===== src/rtl/if_fetch_unit.sv =====
// if_fetch_unit: PC owner, credit-limited imem requests, in-order fetch queue.
// Optional build macro: FETCH_MISALIGN_CHECK_EN (sticky misaligned-redirect fault).
module if_fetch_unit #(
  parameter logic [31:0] RESET_PC = 32'h0000_0000,
  parameter int unsigned DEPTH    = 2
) (
  input  logic        clk,
  input  logic        rst,
  input  logic        stall,
  input  logic        redirect,
  input  logic [31:0] redirect_pc,
  output logic        imem_req,
  output logic [31:0] imem_addr,
  input  logic        imem_gnt,
  input  logic        imem_rvalid,
  input  logic [31:0] imem_rdata,
  output logic        valid_o,
  output logic [31:0] inst_o,
  output logic [31:0] pc_o,
  output logic        fetch_fault_o
);

  localparam int unsigned PW = (DEPTH > 1) ? $clog2(DEPTH) : 1;
  localparam int unsigned CW = $clog2(DEPTH + 1);
  localparam logic [31:0]   NOP     = 32'h0000_0013;
  localparam logic [CW-1:0] DEPTH_C = CW'(DEPTH);
  localparam logic [PW-1:0] LAST    = PW'(DEPTH - 1);

  logic [31:0]   pc_q, pc_d;
  logic [31:0]   inst_q [DEPTH];
  logic [31:0]   inst_d [DEPTH];
  logic [31:0]   ipc_q  [DEPTH];
  logic [31:0]   ipc_d  [DEPTH];
  logic [31:0]   pf_q   [DEPTH];
  logic [31:0]   pf_d   [DEPTH];
  logic [PW-1:0] qhd_q, qhd_d;
  logic [PW-1:0] qtl_q, qtl_d;
  logic [PW-1:0] pfhd_q, pfhd_d;
  logic [PW-1:0] pftl_q, pftl_d;
  logic [CW-1:0] occ_q, occ_d;
  logic [CW-1:0] infl_q, infl_d;
  logic [CW-1:0] drop_q, drop_d;
  logic [CW:0]   credit;
  logic          fire, rsp, discard, push, pop;
  logic          fault;

  function automatic logic [PW-1:0] ptr_inc(input logic [PW-1:0] p);
    return (p == LAST) ? '0 : p + PW'(1);
  endfunction

`ifdef FETCH_MISALIGN_CHECK_EN
  logic fault_q, fault_d;

  // Fault is sticky: any misaligned redirect latches it until reset.
  always_comb begin
    fault_d = fault_q | (redirect & (redirect_pc[1:0] != 2'b00));
  end

  // Fault flag register.
  always_ff @(posedge clk) begin
    if (rst) fault_q <= 1'b0;
    else     fault_q <= fault_d;
  end

  assign fault = fault_q;
`else
  logic unused_lsb;
  assign unused_lsb = ^redirect_pc[1:0];
  assign fault      = 1'b0;
`endif

  assign fetch_fault_o = fault;

  // Issue only while queue slots plus outstanding requests leave room.
  always_comb begin
    credit    = {1'b0, occ_q} + {1'b0, infl_q};
    imem_req  = ~rst & ~redirect & ~fault & (credit < {1'b0, DEPTH_C});
    imem_addr = pc_q;
  end

  assign valid_o = (occ_q != '0);
  assign inst_o  = valid_o ? inst_q[qhd_q] : NOP;
  assign pc_o    = valid_o ? ipc_q[qhd_q]  : 32'h0;

  // Next-state for PC, counters, queue and PC FIFO; redirect wins.
  always_comb begin
    fire    = imem_req & imem_gnt;
    rsp     = imem_rvalid & (infl_q != '0);
    discard = rsp & (drop_q != '0);
    push    = rsp & ~discard & ~redirect;
    pop     = valid_o & ~stall & ~redirect;

    pc_d   = pc_q;
    inst_d = inst_q;
    ipc_d  = ipc_q;
    pf_d   = pf_q;
    qhd_d  = qhd_q;
    qtl_d  = qtl_q;
    pfhd_d = pfhd_q;
    pftl_d = pftl_q;
    occ_d  = occ_q;
    infl_d = infl_q;
    drop_d = drop_q;

    if (fire) begin
      pc_d         = pc_q + 32'd4;
      pf_d[pftl_q] = pc_q;
      pftl_d       = ptr_inc(pftl_q);
    end

    if (rsp) begin
      pfhd_d = ptr_inc(pfhd_q);
    end

    if (fire & ~rsp) begin
      infl_d = infl_q + CW'(1);
    end else if (rsp & ~fire) begin
      infl_d = infl_q - CW'(1);
    end

    if (discard) begin
      drop_d = drop_q - CW'(1);
    end

    if (push) begin
      inst_d[qtl_q] = imem_rdata;
      ipc_d[qtl_q]  = pf_q[pfhd_q];
      qtl_d         = ptr_inc(qtl_q);
    end

    if (pop) begin
      qhd_d = ptr_inc(qhd_q);
    end

    if (push & ~pop) begin
      occ_d = occ_q + CW'(1);
    end else if (pop & ~push) begin
      occ_d = occ_q - CW'(1);
    end

    if (redirect) begin
      occ_d  = '0;
      qhd_d  = '0;
      qtl_d  = '0;
      drop_d = infl_d;
      pc_d   = {redirect_pc[31:2], 2'b00};
    end
  end

  // Control state with synchronous reset.
  always_ff @(posedge clk) begin
    if (rst) begin
      pc_q   <= RESET_PC;
      qhd_q  <= '0;
      qtl_q  <= '0;
      pfhd_q <= '0;
      pftl_q <= '0;
      occ_q  <= '0;
      infl_q <= '0;
      drop_q <= '0;
    end else begin
      pc_q   <= pc_d;
      qhd_q  <= qhd_d;
      qtl_q  <= qtl_d;
      pfhd_q <= pfhd_d;
      pftl_q <= pftl_d;
      occ_q  <= occ_d;
      infl_q <= infl_d;
      drop_q <= drop_d;
    end
  end

  // Payload storage; validity is carried by the pointers and counters.
  always_ff @(posedge clk) begin
    inst_q <= inst_d;
    ipc_q  <= ipc_d;
    pf_q   <= pf_d;
  end

endmodule


===== config.mk =====
export PLATFORM = sky130hd
export DESIGN_NAME = if_fetch_unit
export DESIGN_NICKNAME = d
export VERILOG_FILES = /design/src/rtl/if_fetch_unit.sv
export SDC_FILE = /design/constraint.sdc
export NUM_CORES = 1
export LEC_CHECK = 0
export ABC_AREA = 0
export BUFFER_PORTS_ARGS = -buffer_cell sky130_fd_sc_hd__clkbuf_2
export CORE_AREA = 2 2 128 130
export CTS_CLUSTER_SIZE = 30
export DETAILED_ROUTE_END_ITERATION = 16
export DIE_AREA = 0 0 130 132
export GPL_ROUTABILITY_DRIVEN = 0
export PLACE_DENSITY = 0.83
export SYNTH_ARGS = -nofsm -noshare
export SYNTH_HDL_FRONTEND = slang
export SYNTH_SLANG_ARGS = --single-unit

===== constraint.sdc =====
create_clock -name clk -period 8.65 [get_ports clk]
set_input_delay 1.73 -clock clk [delete_from_list [all_inputs] [get_ports clk]]
set_output_delay 1.73 -clock clk [all_outputs]
set_load 0.005 [all_outputs]

======== Yosys cells after proc, flatten, opt, wreduce, memory -nomap -nowiden ========
Index checks and enable logic that the tools add are counted.
storage, ports and cells
  register bits after elaboration ......... 234
  logic and storage cells ................. 97
  output and inout port bits .............. 99
cells by class
  reductions and logical operators ........ 9
  bitwise logic cells ..................... 25
  multiplexer cells ....................... 30
  $add $sub $neg .......................... 11
  order comparisons ....................... 7
operators with widths
  operator                                             number
  2-to-1 mux 32 bit                                    15
  bitwise mux 64 bit                                   3
  demux 32 bit (select 1 bit)                          2
  adder 32 x 3 -> 32 bit (second input constant)       1
  bitwise AND 1 bit                                    13
  2-to-1 mux 2 bit                                     6
  nonzero test 2 bit                                   6
  >= comparator 2 bit (second input constant)          4
  NOT 1 bit                                            8
  NOT 1 -> 2 bit                                       4
  subtractor 2 x 1 -> 2 bit (second input constant)    3
  adder 1 bit (second input constant)                  4
  adder 2 x 1 -> 2 bit (second input constant)         2
  < comparator 2 x 1 -> 1 bit (second input constant)  2
  2-to-1 mux 1 bit                                     4
  adder 2 x 2 -> 3 bit                                 1
  < comparator 3 x 2 -> 1 bit (second input constant)  1
  logical AND 1 bit                                    2
  OR reduction 2 bit                                   1

======== Depth between registers and ports, before layout ========
  word-level depth ........................ 10
  depth in mapped cells ................... 9

======== Worst setup path after synthesis ========
OpenSTA, ideal clock, no wires.
  path type ............................... input port to flip-flop
  start point ............................. input port imem_rvalid
  end point ............................... register inst_q[32] (netlist bit) (enable)
  required time ........................... 8160 ps
  buffers on the path ..................... 1
  stages .................................. 4
  data arrival time ....................... 5171 ps
  path slack .............................. 2989 ps
  cells stage by stage .................... nand2b_1 -> clkbuf_1 -> nor3b_1 -> nor2b_1
between the ends
  cells in the longest elaborated chain, start to end .. 5
RTL lines
  item                                RTL line  source
  start: declaration                  15        input logic imem_rvalid,
  bitwise AND 1 bit (*)               88        rsp = imem_rvalid & (infl_q != '0);
  bitwise AND 1 bit                   89        discard = rsp & (drop_q != '0);
  NOT 1 bit                           90        push = rsp & ~discard & ~redirect;
  bitwise AND 1 bit (*) (2 in a row)  90
  net push                            44        logic fire, rsp, discard, push, pop;
  end signal: assignment              175       inst_q <= inst_d;
  end: declaration                    30        logic [31:0] inst_q [DEPTH];
Mark *: on every way through the listed nets, which the timed path passes. The rest lies on a longest branch.
A chain may end at the register's enable or synchronous reset.

======== Worst setup path after layout ========
  start point ............................. input port rst
  end point ............................... output port imem_req
between the ends
  cells in the longest elaborated chain, start to end .. 3
RTL lines
  item                            RTL line  source
  start: declaration              8         input logic rst,
  NOT 1 bit                       77        imem_req = ~rst & ~redirect & ~fault & (credit < {1'b0, DEPTH_C});
  bitwise AND 1 bit (2 in a row)  77
  end: declaration                12        output logic imem_req,
No other way between the ends.

==> metrics.txt <==
# TYPE chip_impl_metric gauge
chip_impl_info{name="status",value="finished, final reports clean"} 1
chip_impl_metric{name="via_count",unit=""} 5982
chip_impl_info{name="critPathLaunch",value="rst"} 1
chip_impl_metric{name="grt_overflow",unit=""} 0
chip_impl_info{name="setup.worst_path.class",value="in -> out"} 1
chip_impl_info{name="crit_path_to",value="imem_req"} 1
chip_impl_metric{name="placement.io_buffers",unit=""} 161
chip_impl_metric{name="num_io_pins",unit=""} 169
chip_impl_metric{name="grt_antenna_before_repair",unit=""} 0
chip_impl_metric{name="critPathMaxFanout",unit=""} 46
chip_impl_metric{name="static-leakage-power",unit="nW"} 3.87
chip_impl_metric{name="drt_drc_violations_left",unit=""} 0
chip_impl_metric{name="hold_viol",unit=""} 0
chip_impl_metric{name="num_rows",unit=""} 46
chip_impl_info{name="netlist.top_cell.by_area",value="sky130_fd_sc_hd__edfxtp_1"} 1
chip_impl_metric{name="final-max-slew-violation-count",unit=""} 0
chip_impl_metric{name="critPathArrivalTime",unit="ps"} 3190
chip_impl_metric{name="fp.dieArea",unit="sq um"} 17200
chip_impl_metric{name="max_cap_violations",unit=""} 0
chip_impl_metric{name="ctsResizeCount",unit=""} 0
chip_impl_metric{name="hold_bufs_inserted_after_cts",unit=""} 0
chip_impl_metric{name="die_height",unit="microns"} 132
chip_impl_metric{name="post_cts_buffers",unit=""} 0
chip_impl_metric{name="drtIter0Drc",unit=""} 517
chip_impl_metric{name="drt-pass1-iter-count",unit=""} 6
chip_impl_metric{name="reg2regPathDepth",unit=""} 7
chip_impl_metric{name="finish.net_count",unit=""} 895
chip_impl_info{name="cts_tree",value="done"} 1
chip_impl_metric{name="numCtsBuffers",unit=""} 22
chip_impl_metric{name="cell_area_after_technology_mapping",unit="sq um"} 9240
chip_impl_metric{name="timing.slew.headroom",unit=""} 0.348
chip_impl_metric{name="synthesis.instances",unit=""} 662
chip_impl_metric{name="initial_utilization",unit=""} 0.588
chip_impl_metric{name="tritoncts_num_sinks",unit=""} 224
chip_impl_metric{name="post-route-period-util",unit=""} 0.569
chip_impl_metric{name="worst-r2r-setup-slack",unit="ps"} 5580
chip_impl_metric{name="synth_warnings",unit=""} 0
chip_impl_metric{name="worst_hold_slack",unit="ps"} 548
chip_impl_info{name="ys.flop_type",value="sky130_fd_sc_hd__edfxtp_1"} 1
chip_impl_info{name="cp-end-kind",value="output port"} 1
chip_impl_metric{name="async_set_reset_flop_share_out_of_synthesis",unit=""} 0
chip_impl_metric{name="total_power",unit="W"} 0.00258
chip_impl_metric{name="global_route.usage.total",unit=""} 0.214
chip_impl_metric{name="cts-root-to-sink-buffers",unit=""} 3
chip_impl_metric{name="core_area",unit="sq um"} 15700
chip_impl_metric{name="route.final.wire_length",unit="microns"} 18800
chip_impl_metric{name="final_period_minus_worst_setup_slack",unit="ps"} 4920
chip_impl_metric{name="antenna_violating_nets_post_route",unit=""} 0
chip_impl_metric{name="maximum_achievable_frequency",unit="MHz"} 203
chip_impl_info{name="ys_top_cells_by_area",value="sky130_fd_sc_hd__edfxtp_1 60%, sky130_fd_sc_hd__dfxtp_1 8.7%, sky130_fd_sc_hd__mux2i_1 6.8%, sky130_fd_sc_hd__nor2_1 3.8%, sky130_fd_sc_hd__mux2_2 3.7%"} 1
chip_impl_metric{name="power.density",unit="nW/um^2"} 234
chip_impl_info{name="regToRegStartpoint",value="occ_q[0]"} 1
chip_impl_metric{name="power.ir.vdd_worst",unit="V"} 0.000144
chip_impl_metric{name="synthesis.area_per_instance",unit="sq um"} 14.0
chip_impl_metric{name="final_hpwl_from_detailed_placement",unit="microns"} 12200
chip_impl_metric{name="routed_via_density",unit=""} 5.68
chip_impl_metric{name="grt_pass1_vias",unit=""} 5851
chip_impl_info{name="setup_repair_after_global_routing_missed_its_margin",value="no"} 1
chip_impl_metric{name="width_of_the_chip",unit="microns"} 130
chip_impl_info{name="critical_path.reg2reg.endpoint",value="pf_q[43]"} 1
chip_impl_metric{name="max_slew.worst_pin.slew",unit="ps"} 978
chip_impl_metric{name="wire_length_per_cell_after_detailed_routing",unit="microns"} 17.9
chip_impl_metric{name="synth-edff-count",unit=""} 184
chip_impl_metric{name="grt_start_max_net_pins",unit=""} 63
chip_impl_metric{name="drive_gt1_frac",unit=""} 0.299
chip_impl_metric{name="count_of_distinct_cell_types_in_the_synthesized_netlist",unit=""} 56
chip_impl_metric{name="synthDominantCellAreaShare",unit=""} 0.598
chip_impl_metric{name="sequential_area_share_after_synthesis",unit=""} 0.684
chip_impl_metric{name="worstSkewPairLatency",unit="ps"} 500
chip_impl_metric{name="area_overhead_vs_synth",unit="%"} 19.2
chip_impl_metric{name="critical_path_required",unit="ps"} 6920
chip_impl_metric{name="fin_worst_skew",unit="ps"} 10.7
chip_impl_metric{name="h-tree-depth",unit=""} 1
chip_impl_metric{name="yosys_register_bits",unit=""} 224
chip_impl_metric{name="final-setup-viol-count",unit=""} 0
chip_impl_metric{name="worst_setup_hold_path_clk_slew",unit="ps"} 70
chip_impl_info{name="start_kind",value="input pin"} 1
chip_impl_metric{name="layout.filler_cells",unit=""} 1083
chip_impl_metric{name="first_pass_grt_wire_length",unit="microns"} 29000
chip_impl_info{name="hold_path.class",value="reg -> reg"} 1
chip_impl_info{name="cts-root-buf",value="sky130_fd_sc_hd__clkbuf_16"} 1
chip_impl_metric{name="totalNegativeSetupSlack",unit="ps"} 0
kinds of logic after synthesis:
logic type	count (synthesis)	share of synthesized area
compound gates	59	0.0472
buf+inv	52	0.0234
other cells	1	0.000406
mux	93	0.105
fa+ha+maj	5	0.00758
xor+xnor	17	0.0161
simple gates	211	0.116
flops	224	0.684
sequential cells by signal, indices dropped and copies added (netlist names), 2 cells and up:
| signal | cells |
|---|---|
| drop_q | 2 |
| infl_q | 2 |
| occ_q | 2 |
| inst_q | 64 |
| imem_addr | 30 |
| pf_q | 60 |
| ipc_q | 60 |
worst max-delay path, stage by stage:
cell	delay (ps)
sky130_fd_sc_hd__clkbuf_2	520
sky130_fd_sc_hd__or2_2	590
sky130_fd_sc_hd__nor3_1	180
sky130_fd_sc_hd__clkbuf_2	150
synth_stat cells (all sizes together) (2+ instances only):
master	count
edfxtp	184
nor2	93
mux2i	63
dfxtp	40
mux2	30
nand2	30
clkbuf	24
nand3	18
buf	15
inv	13
a311oi	12
or4	11
nand4	10
a211oi	9
xnor2	9
nor3	8
o21ai	8
o31ai	8
xor2	8
nor4	7
and4	6
nor3b	6
or3	6
a21oi	4
a31oi	4
ha	4
and2	3
nand2b	3
o211ai	3
a22oi	2
o211a	2
o311ai	2
or2	2
or4b	2
cell type report:
| class | instances | area (sq um) | share of cell area |
|---|---|---|---|
| inverter | 13 | 48.8 | 0.00443 |
| tap | 216 | 270 | 0.0245 |
| antenna | 1 | 2.50 | 0.000227 |
| clock buffer | 28 | 604 | 0.0548 |
| timing repair buffer | 169 | 866 | 0.0786 |
| clock inverter | 12 | 166 | 0.0151 |
| multi-input combinational | 390 | 2730 | 0.248 |
| sequential | 224 | 6330 | 0.574 |
metal layers:
layer  part of all wire  GRT usage  routed length, microns  up-vias
met5                  0          0                       0        -
met4              0.024     0.0717                     457        0
met3              0.088     0.0414                    1650       43
met2               0.49      0.361                    9140      272
met1               0.40      0.279                    7600     2859
li1                   -          -                       -     2808
layout by cell type, fill, tap and decap left out, drive strengths merged, types with 4 or more instances in the layout:
cell type,netlist,final
clkbuf,24,189
nor3,8,8
a311oi,12,12
dfxtp,40,40
mux2i,63,63
nor4,7,7
edfxtp,184,184
a21oi,4,4
buf,15,8
ha,4,4
nand3,18,18
a211oi,9,9
and4,6,6
clkinv,0,5
nand2,30,30
mux2,30,30
a31oi,4,4
nand4,10,10
xnor2,9,9
bufinv,0,4
o31ai,8,8
or4,11,11
inv,13,13
conb,1,5
o21ai,8,8
nor2,93,93
xor2,8,8
or3,6,6
nor3b,6,6
how the worst min path moves through the flow:
| stage | startpoint | to | slack (ps) | depth (start not counted) |
|---|---|---|---|---|
| final | imem_addr[28] | pf_q[28] | 550 | 0 |
| after global routing | imem_addr[28] | pf_q[28] | 560 | 0 |
| after CTS | imem_addr[28] | pf_q[28] | 540 | 0 |
| after detailed placement | imem_addr[28] | pf_q[28] | 530 | 0 |
| after global placement | imem_addr[28] | pf_q[60] | 520 | 0 |
| after floorplan | pftl_q | pftl_q | 490 | 2 |
through the flow:
step	instance area (sq um)	instances	util	setup slack, ps
after floorplan	9260	666	-	2990
after global placement	10200	1012	0.652	3820
after detailed placement	10200	1012	0.652	3770
after CTS	11000	1052	0.701	3770
after global routing	11000	1052	0.701	3630
final	11000	1053	0.701	3730
report_power, final:
group | leakage (nW) | total [W] | internal [W] | switching [W]
clock | 0.370 | 0.000996 | 0.000615 | 0.000381
sequential | 2.01 | 0.00129 | 0.00125 | 0.0000402
combinational | 1.50 | 0.000300 | 0.000131 | 0.000168
total | 3.87 | 0.00258 | 0.00199 | 0.000589
Note: power is estimated with default switching activity, not from simulation.
